[config.mk]
export PLATFORM = sky130hd
export DESIGN_NAME = cpu_bus_bridge
export DESIGN_NICKNAME = d
export VERILOG_FILES = /design/src/rtl/cpu_bus_bridge.sv
export SDC_FILE = /design/constraint.sdc
export NUM_CORES = 1
export LEC_CHECK = 0
export BUFFER_PORTS_ARGS = -buffer_cell sky130_fd_sc_hd__buf_2
export CAP_MARGIN = 20
export CORE_MARGIN = 5
export CORE_UTILIZATION = 30
export CTS_CLUSTER_DIAMETER = 150
export DETAILED_ROUTE_END_ITERATION = 16
export GPL_ROUTABILITY_DRIVEN = 0
export SLEW_MARGIN = 20
export SYNTH_ARGS = -nofsm -noshare
export SYNTH_HDL_FRONTEND = slang
export SYNTH_SLANG_ARGS = --single-unit
[constraint.sdc]
create_clock -name i_clk -period 2.6 [get_ports i_clk]
set_input_delay 0.52 -clock i_clk [delete_from_list [all_inputs] [get_ports i_clk]]
set_output_delay 0.52 -clock i_clk [all_outputs]
set_load 0.02 [all_outputs]
[src/rtl/cpu_bus_bridge.sv]
// cpu_bus_bridge
//   Bridges a four-phase CPU strobe bus onto a synchronous single-cycle RAM
//   and an 8-bit acknowledged I/O window. Addresses whose [31:8] equals
//   IO_PAGE go to I/O (this wins over RAM); addresses below 2^RAM_AW go to
//   RAM; anything else is unmapped: it completes at once and sets a sticky
//   error flag.
//
// Ports
//   i_clk, i_rst_n              clock, asynchronous active-low reset
//   i_cpu_req/we/addr/wdata     CPU request (latched on acceptance)
//   o_cpu_rdata, o_cpu_ready    CPU response; rdata valid while ready=1
//   o_ram_en/we/addr/wdata      RAM strobe, one cycle per access
//   i_ram_rdata                 RAM read data, one cycle after the strobe
//   o_io_req/we/addr/wdata      I/O request, held until ack or timeout
//   i_io_rdata, i_io_ack        I/O response
//   o_err, i_err_clr            sticky error flag and its synchronous clear
//
// RAM_AW must be at least 8: the I/O address is taken from the low byte of
// the latched address.
//
// state     | meaning
// ----------+---------------------------------------------------------
// S_IDLE    | waiting for i_cpu_req; request fields latched on accept
// S_RAM_ACC | RAM strobe cycle
// S_RAM_RD  | RAM read data arrives and is captured
// S_IO_WAIT | I/O request held; counting cycles toward IO_TIMEOUT
// S_DONE    | response held until the CPU drops i_cpu_req

module cpu_bus_bridge #(
  parameter int unsigned RAM_AW     = 16,
  parameter logic [23:0] IO_PAGE    = 24'h00009F,
  parameter int unsigned IO_TIMEOUT = 15
) (
  input  logic              i_clk,
  input  logic              i_rst_n,
  input  logic              i_cpu_req,
  input  logic              i_cpu_we,
  input  logic [31:0]       i_cpu_addr,
  input  logic [31:0]       i_cpu_wdata,
  output logic [31:0]       o_cpu_rdata,
  output logic              o_cpu_ready,
  output logic              o_ram_en,
  output logic              o_ram_we,
  output logic [RAM_AW-1:0] o_ram_addr,
  output logic [31:0]       o_ram_wdata,
  input  logic [31:0]       i_ram_rdata,
  output logic              o_io_req,
  output logic              o_io_we,
  output logic [7:0]        o_io_addr,
  output logic [7:0]        o_io_wdata,
  input  logic [7:0]        i_io_rdata,
  input  logic              i_io_ack,
  output logic              o_err,
  input  logic              i_err_clr
);

  typedef enum logic [2:0] {
    S_IDLE,
    S_RAM_ACC,
    S_RAM_RD,
    S_IO_WAIT,
    S_DONE
  } state_t;

  localparam logic [8:0] TO_LIM = 9'(IO_TIMEOUT);

  state_t            state_q, state_d;
  logic              we_q, we_d;
  logic [RAM_AW-1:0] addr_q, addr_d;
  logic [31:0]       wdata_q, wdata_d;
  logic [31:0]       rdata_q, rdata_d;
  logic              ready_q, ready_d;
  logic              err_q, err_d;
  logic [7:0]        cnt_q, cnt_d;
  logic              set_err;
  logic              is_io;
  logic              is_ram;

  assign is_io  = (i_cpu_addr[31:8] == IO_PAGE);
  assign is_ram = ((i_cpu_addr >> RAM_AW) == 32'd0);

  always_ff @(posedge i_clk or negedge i_rst_n) begin
    if (!i_rst_n) begin
      state_q <= S_IDLE;
      we_q    <= 1'b0;
      addr_q  <= '0;
      wdata_q <= '0;
      rdata_q <= '0;
      ready_q <= 1'b0;
      err_q   <= 1'b0;
      cnt_q   <= '0;
    end else begin
      state_q <= state_d;
      we_q    <= we_d;
      addr_q  <= addr_d;
      wdata_q <= wdata_d;
      rdata_q <= rdata_d;
      ready_q <= ready_d;
      err_q   <= err_d;
      cnt_q   <= cnt_d;
    end
  end

  always_comb begin
    state_d = state_q;
    we_d    = we_q;
    addr_d  = addr_q;
    wdata_d = wdata_q;
    rdata_d = rdata_q;
    cnt_d   = cnt_q;
    set_err = 1'b0;

    case (state_q)
      S_IDLE: begin
        if (i_cpu_req) begin
          we_d    = i_cpu_we;
          addr_d  = i_cpu_addr[RAM_AW-1:0];
          wdata_d = i_cpu_wdata;
          rdata_d = '0;
          cnt_d   = '0;
          if (is_io) begin
            state_d = S_IO_WAIT;
          end else if (is_ram) begin
            state_d = S_RAM_ACC;
          end else begin
            state_d = S_DONE;
            set_err = 1'b1;
          end
        end
      end
      S_RAM_ACC: begin
        state_d = we_q ? S_DONE : S_RAM_RD;
      end
      S_RAM_RD: begin
        rdata_d = i_ram_rdata;
        state_d = S_DONE;
      end
      S_IO_WAIT: begin
        // ack is tested first so an ack on the terminal cycle completes normally
        if (i_io_ack) begin
          if (!we_q) rdata_d = {24'h0, i_io_rdata};
          state_d = S_DONE;
        end else if (({1'b0, cnt_q} + 9'd1) == TO_LIM) begin
          if (!we_q) rdata_d = 32'hFFFF_FFFF;
          set_err = 1'b1;
          state_d = S_DONE;
        end else begin
          cnt_d = cnt_q + 8'd1;
        end
      end
      S_DONE: begin
        if (ready_q && !i_cpu_req) state_d = S_IDLE;
      end
      default: state_d = S_IDLE;
    endcase
  end

  // Ready is registered, so it rises one cycle after DONE is entered and
  // falls on the edge that samples the CPU's released strobe.
  assign ready_d = (state_q == S_DONE) && !(ready_q && !i_cpu_req);

  // A same-cycle error event outranks the clear.
  assign err_d = set_err ? 1'b1 : (i_err_clr ? 1'b0 : err_q);

  assign o_cpu_rdata = rdata_q;
  assign o_cpu_ready = ready_q;
  assign o_ram_en    = (state_q == S_RAM_ACC);
  assign o_ram_we    = o_ram_en & we_q;
  assign o_ram_addr  = addr_q;
  assign o_ram_wdata = wdata_q;
  assign o_io_req    = (state_q == S_IO_WAIT);
  assign o_io_we     = o_io_req & we_q;
  assign o_io_addr   = addr_q[7:0];
  assign o_io_wdata  = wdata_q[7:0];
  assign o_err       = err_q;

endmodule

=== Word level (Yosys, flattened, before mapping) ===
Cells that the tools add are included.

* Input port bits: 110
* Bits in registers: 94
* Output and inout port bits: 102
* Logic and storage cells: 63

* $add $sub $neg: 2
* Bitwise gates (word level): 2
* Reduce and logical (&&, ||, !) cells: 13
* Equal/unequal tests: 12
* Mux-type cells: 26

{| class="wikitable"
|+ Operators with widths
! cell !! count
|-
| $mux W32 || 5
|-
| $pmux W32 S3 || 1
|-
| $logic_not A32 Y1 || 1
|-
| $eq A24 B8 Y1 const B || 1
|-
| $mux W8 || 3
|-
| $mux W3 || 7
|-
| $pmux W8 S2 || 1
|-
| $pmux W3 S5 || 1
|-
| $ne A2 B2 Y1 const B || 5
|-
| $add A8 B1 Y9 const B || 1
|-
| $eq A9 B4 Y1 const B || 1
|-
| $add A8 B1 Y8 const B || 1
|-
| $reduce_and A4 Y1 || 2
|-
| $mux W1 || 7
|-
| $eq A3 B2 Y1 const B || 2
|-
| $reduce_bool A2 Y1 || 2
|-
| $eq A3 B1 Y1 const B || 1
|-
| $eq A3 B3 Y1 const B || 1
|-
| $logic_not A3 Y1 || 1
|-
| $ne A3 B1 Y1 const B || 1
|-
| $reduce_and A3 Y1 || 1
|-
| $reduce_bool A3 Y1 || 1
|-
| $and A1 B1 Y1 || 2
|-
| $logic_and A1 B1 Y1 || 2
|-
| other kinds (3) || 4
|}

=== Depth between registers and ports, before layout ===
* Depth in word-level cells: 6
* Depth in mapped cells: 9

=== Worst setup path before layout ===
No wires, ideal clock.

* Path kind: reg2reg
* Start: reg cnt_q[0]
* End: reg rdata_q[12], in the netlist o_cpu_rdata[12]
* Library setup time: 73 ps
* Path slack: 600 ps
* Buffers on the path: 1
* Arrival time: 1,927 ps
* Clock period less this slack: 2,000 ps
* Stages on the path, launching flop included: 9
* Path through: dfrtp_1 ha_1 nand3_1 nor2_1 xnor2_1 a31oi_4 nor3_4 buf_6 a2bb2oi_2

* Longest elaborated chain between the ends: 4

{| class="wikitable"
|+ Ends and longest elaborated chain
! element !! RTL line !! RTL
|-
| from (decl) || 74 || <nowiki>logic [7:0] cnt_q, cnt_d;</nowiki>
|-
| from (signal assigned) || 100 || <nowiki>cnt_q <= cnt_d;</nowiki>
|-
| $add A8 B1 Y9 || 143 || <nowiki>end else if (({1'b0, cnt_q} + 9'd1) == TO_LIM) begin</nowiki>
|-
| $eq A9 B4 Y1 || 143 ||
|-
| $ne A3 B1 Y1 (no line) || n/a ||
|-
| $reduce_and A4 Y1 (no line) || n/a ||
|-
| to (signal assigned) || 97 || <nowiki>rdata_q <= rdata_d;</nowiki>
|-
| to (decl) || 71 || <nowiki>logic [31:0] rdata_q, rdata_d;</nowiki>
|}

Every way passes these cells.
A chain may end at the register's enable or synchronous reset.

=== Worst setup path in the final report ===
* Start: reg state_q[0]
* End: out o_io_we

* Longest elaborated chain between the ends: 2

{| class="wikitable"
|+ Ends and longest elaborated chain
! element !! RTL line !! RTL
|-
| from (decl) || 67 || <nowiki>state_t state_q, state_d;</nowiki>
|-
| from (signal assigned) || 93 || <nowiki>state_q <= state_d;</nowiki>
|-
| $eq A3 B2 Y1 || 171 || <nowiki>assign o_io_req = (state_q == S_IO_WAIT);</nowiki>
|-
| $and A1 B1 Y1 || 172 || <nowiki>assign o_io_we = o_io_req & we_q;</nowiki>
|-
| to (decl) || 48 || <nowiki>output logic o_io_we,</nowiki>
|}

Every way passes these cells.

==> summary.txt <==
Floorplanning
  • Core area: 0.01442 sq mm
  • Horiz. Die Dim: 130.6 microns
  • Initial core utilization: 30.25%
  • Die height: 130.6 microns
  • Io pins: 212
  • Placement Rows: 44
  • Die Area: 0.01706 sq mm

Clocking
  • Clk slew on worst S/H paths: 0.07 ns
  • CTS Buf Count: 9
  • H-tree depth: 3
  • Cts repair resizes: 0
  • Hold buffers post-CTS: 0
  • Deepest clock path buffer count: 2
  • CTS tree: done
  • Worst skew pair latency: 0.34 ns
  • # Post-CTS Setup Buffers: 0
  • # clock sinks: 94
  • Clock root buffer: clkbuf_16

Global routing
  • Largest net degree at the start of global routing: 54
  • Grt total ovfl: 0
  • Initial antenna violation count: 0
  • Vias in the first global route: 3873
  • Tot GR Track Use: between 10 and 15%
  • First-pass GRT wire length: 18850 microns

Synth
  • Post-synth cell types: 43
  • Ys async rst share: 100.0%
  • Prevailing post-synth register cell: dfrtp_1
  • Area share of the leading cell type in the synthesized netlist: 53.91%
  • Top post-synthesis cells by area: dfrtp_1 (54%), nand2_1 (16%), a2bb2oi_2 (7.6%)
  • Most frequent cell after synthesis: nand2_1
  • Mapped Area: ~0.0044 sq mm
  • EDFF count, synth: 0
  • Synthesized net count: 569
  • Seq/Total Area, Yosys: between 50% and 60%
  • Synthesized flop and latch total: 94
  • Mapped Avg Cell Area: 9.547 sq um
  • Top cell type by total area after synthesis: dfrtp_1
  • Yosys warns: 0
  • Commonest cells in the synthesized netlist: nand2_1 (181), dfrtp_1 (94), a21oi_1 (38), a2bb2oi_2 (22)
  • Syn Inst Count: 457

STA
  • Fin. Hold Viols: 0
  • Max Clk Rate: 406.7 MHz
  • Final setup fails: 0
  • Tcrit/Tclk final: a little over nine tenths
  • Total negative slack: 0 ns
  • RSZ-0062 raised after global routing: no
  • Tightest Pin Transition: 0.5531 ns
  • Setup Skew: 0.007432 ns
  • Worst slew margin: 63.12%
  • Clock period minus worst slack: ~2.5 ns
  • Max Slew Vio Count: 0

Placement
  • Placed Area: between 0.005 and 0.006 sq mm
  • I/O Buffers: 211
  • Dpl hpwl: 8727 microns

Detailed routing
  • Detailed Route WL: roughly 12000 microns
  • Routed via count: approximately 3800
  • DR vias/cell: 4.585
  • DR WL/cell: 14.04 microns
  • Post-DRT Antenna Nets: 0
  • DRC Markers: 0
  • Number of detailed-route iterations in the first pass: 6
  • DR iter-0 viols: 151

Pwr
  • Switching part of the total: approximately a third
  • VDD IR max: 0.0002618 V
  • Pwr/cell area: about 800 mW/mm^2
  • Comb pwr share: between 20 and 30%
  • Switch Pwr: between 1.5 and 2 mW
  • Power share of the sequential group: 41.2%
  • Part of the power in the clock network: between 30% and 40%
  • Leakage Power: between 3 and 4 nW
  • Total power: 4.672 mW
  • Internal power: 3.106 mW

Setup path
  • Worst setup SP type: flip-flop
  • R2r setup slk: 0.34 ns
  • Critical Path Sink Type: primary output
  • Critical path class: reg -> out
  • FF-to-FF path depth: 8
  • CP arrival: 1.94 ns
  • Critical Path RT: about 2.1 ns
  • Reg2reg end: o_cpu_rdata[8]
  • Launch point of the worst reg-to-reg path: cnt_q[0]
  • Worst-path maximum fanout: 14

Cells and area
  • Final core utilization: between 40% and 50%
  • Fin nets: 759
  • ANT cells: 0
  • Layout cells sized above 1: between 40% and 50%
  • Post-route cell area: between 0.005 and 0.006 sq mm
  • Area delta synth->final: 33.81%

Hold path
  • Worst min path class: in -> async

Outcome
  • Status: completed

Job
  • Max-cap violations: 0
==> layer usage <==
layer	vias to the layer above	global-route usage (%)	wire length, microns
met5	-	0	0
met1	1781	17.88	5023
met2	157	22.61	5504
li1	1881	-	-
met3	14	2.846	992
met4	0	6.413	214
==> sequential cells by signal, summed over array words and instances, names as in the netlist <==
name         count
cnt_q            8
o_cpu_rdata     32
o_cpu_ready      1
o_err            1
o_ram_addr      16
o_ram_wdata     32
state_q          3
we_q             1
==> worst max path at each step <==
stage / from / endpoint / slack (ns) / depth (start not counted)
after floorplan: cnt_q[0] / o_cpu_rdata[12] / 0.60 / 8
final: state_q[0] / o_io_we / 0.14 / 4
after global routing: state_q[0] / o_io_we / 0.03 / 4
after detailed placement: cnt_q[0] / o_cpu_rdata[8] / 0.34 / 8
after CTS: state_q[0] / o_io_we / 0.14 / 4
after global placement: cnt_q[0] / o_cpu_rdata[8] / 0.48 / 8
==> cell usage in the layout (no fill, tap or decap), types with 2 or more instances in the layout <==
master,n
dfrtp_1,94
buf_2,210
nor2b_1,2
nor2_1,8
buf_4,6
bufinv_16,2
nor4_1,4
nor3_2,2
a2bb2oi_2,22
o21ai_1,8
a21oi_1,38
clkinv_2,2
nand2_1,180
inv_1,12
a2bb2oi_1,2
inv_2,3
xnor2_1,3
nand3_1,4
and3_1,2
mux2i_1,2
clkbuf_16,9
o31ai_1,2
ha_1,2
o2bb2ai_1,3
nor3_1,2
nand4_1,2
buf_12,3
==> critical path, cell delays in order (launching register included) <==
cell and delay, ns:
dfrtp_1 0.48, inv_2 0.09, or3_1 0.56, nor2_1 0.26, buf_2 0.21
==> cell families (layout without fill, tap and decap cells) <==
group	Yosys count	after routing	share of synthesized area (%)
fa+ha+maj	2	2	0.5735
compound gates	84	84	16.55
simple gates	215	215	20.68
buf+inv	55	250	6.768
flops	94	94	53.91
xor+xnor	4	4	0.8031
mux	3	3	0.7169
==> power by group through the flow <==
stage	Combinational [mW]	Clock [mW]	Sequential, mW
after floorplan	0.528	0	2.30
after global placement	1.35	0	1.94
after detailed placement	1.37	0	1.95
after CTS	1.37	1.46	1.93
after global routing	1.47	1.52	1.96
final	1.35	1.40	1.92
==> final cells by class <==
type / count / area [sq um]
well taps: 184 / 230.2
repair buffers: 219 / 1156
inverters: 15 / 56.30
clock inverters: 6 / 86.33
flip-flops and latches: 94 / 2352
fillers: 1471 / 8586
multi-input cells: 308 / 1728
clock buffers: 10 / 229.0
==> metrics by stage <==
stage / cells / hold WS [ns] / worst slack, ns
final: 836 / 0.1507 / 0.1411
after global routing: 836 / 0.1978 / 0.02861
after CTS: 836 / 0.1650 / 0.1381
after detailed placement: 820 / 0.4570 / 0.3371
after global placement: 820 / 0.4521 / 0.4835
after floorplan: 457 / 0.2244 / 0.5997
(Power assumes the default switching activity.)
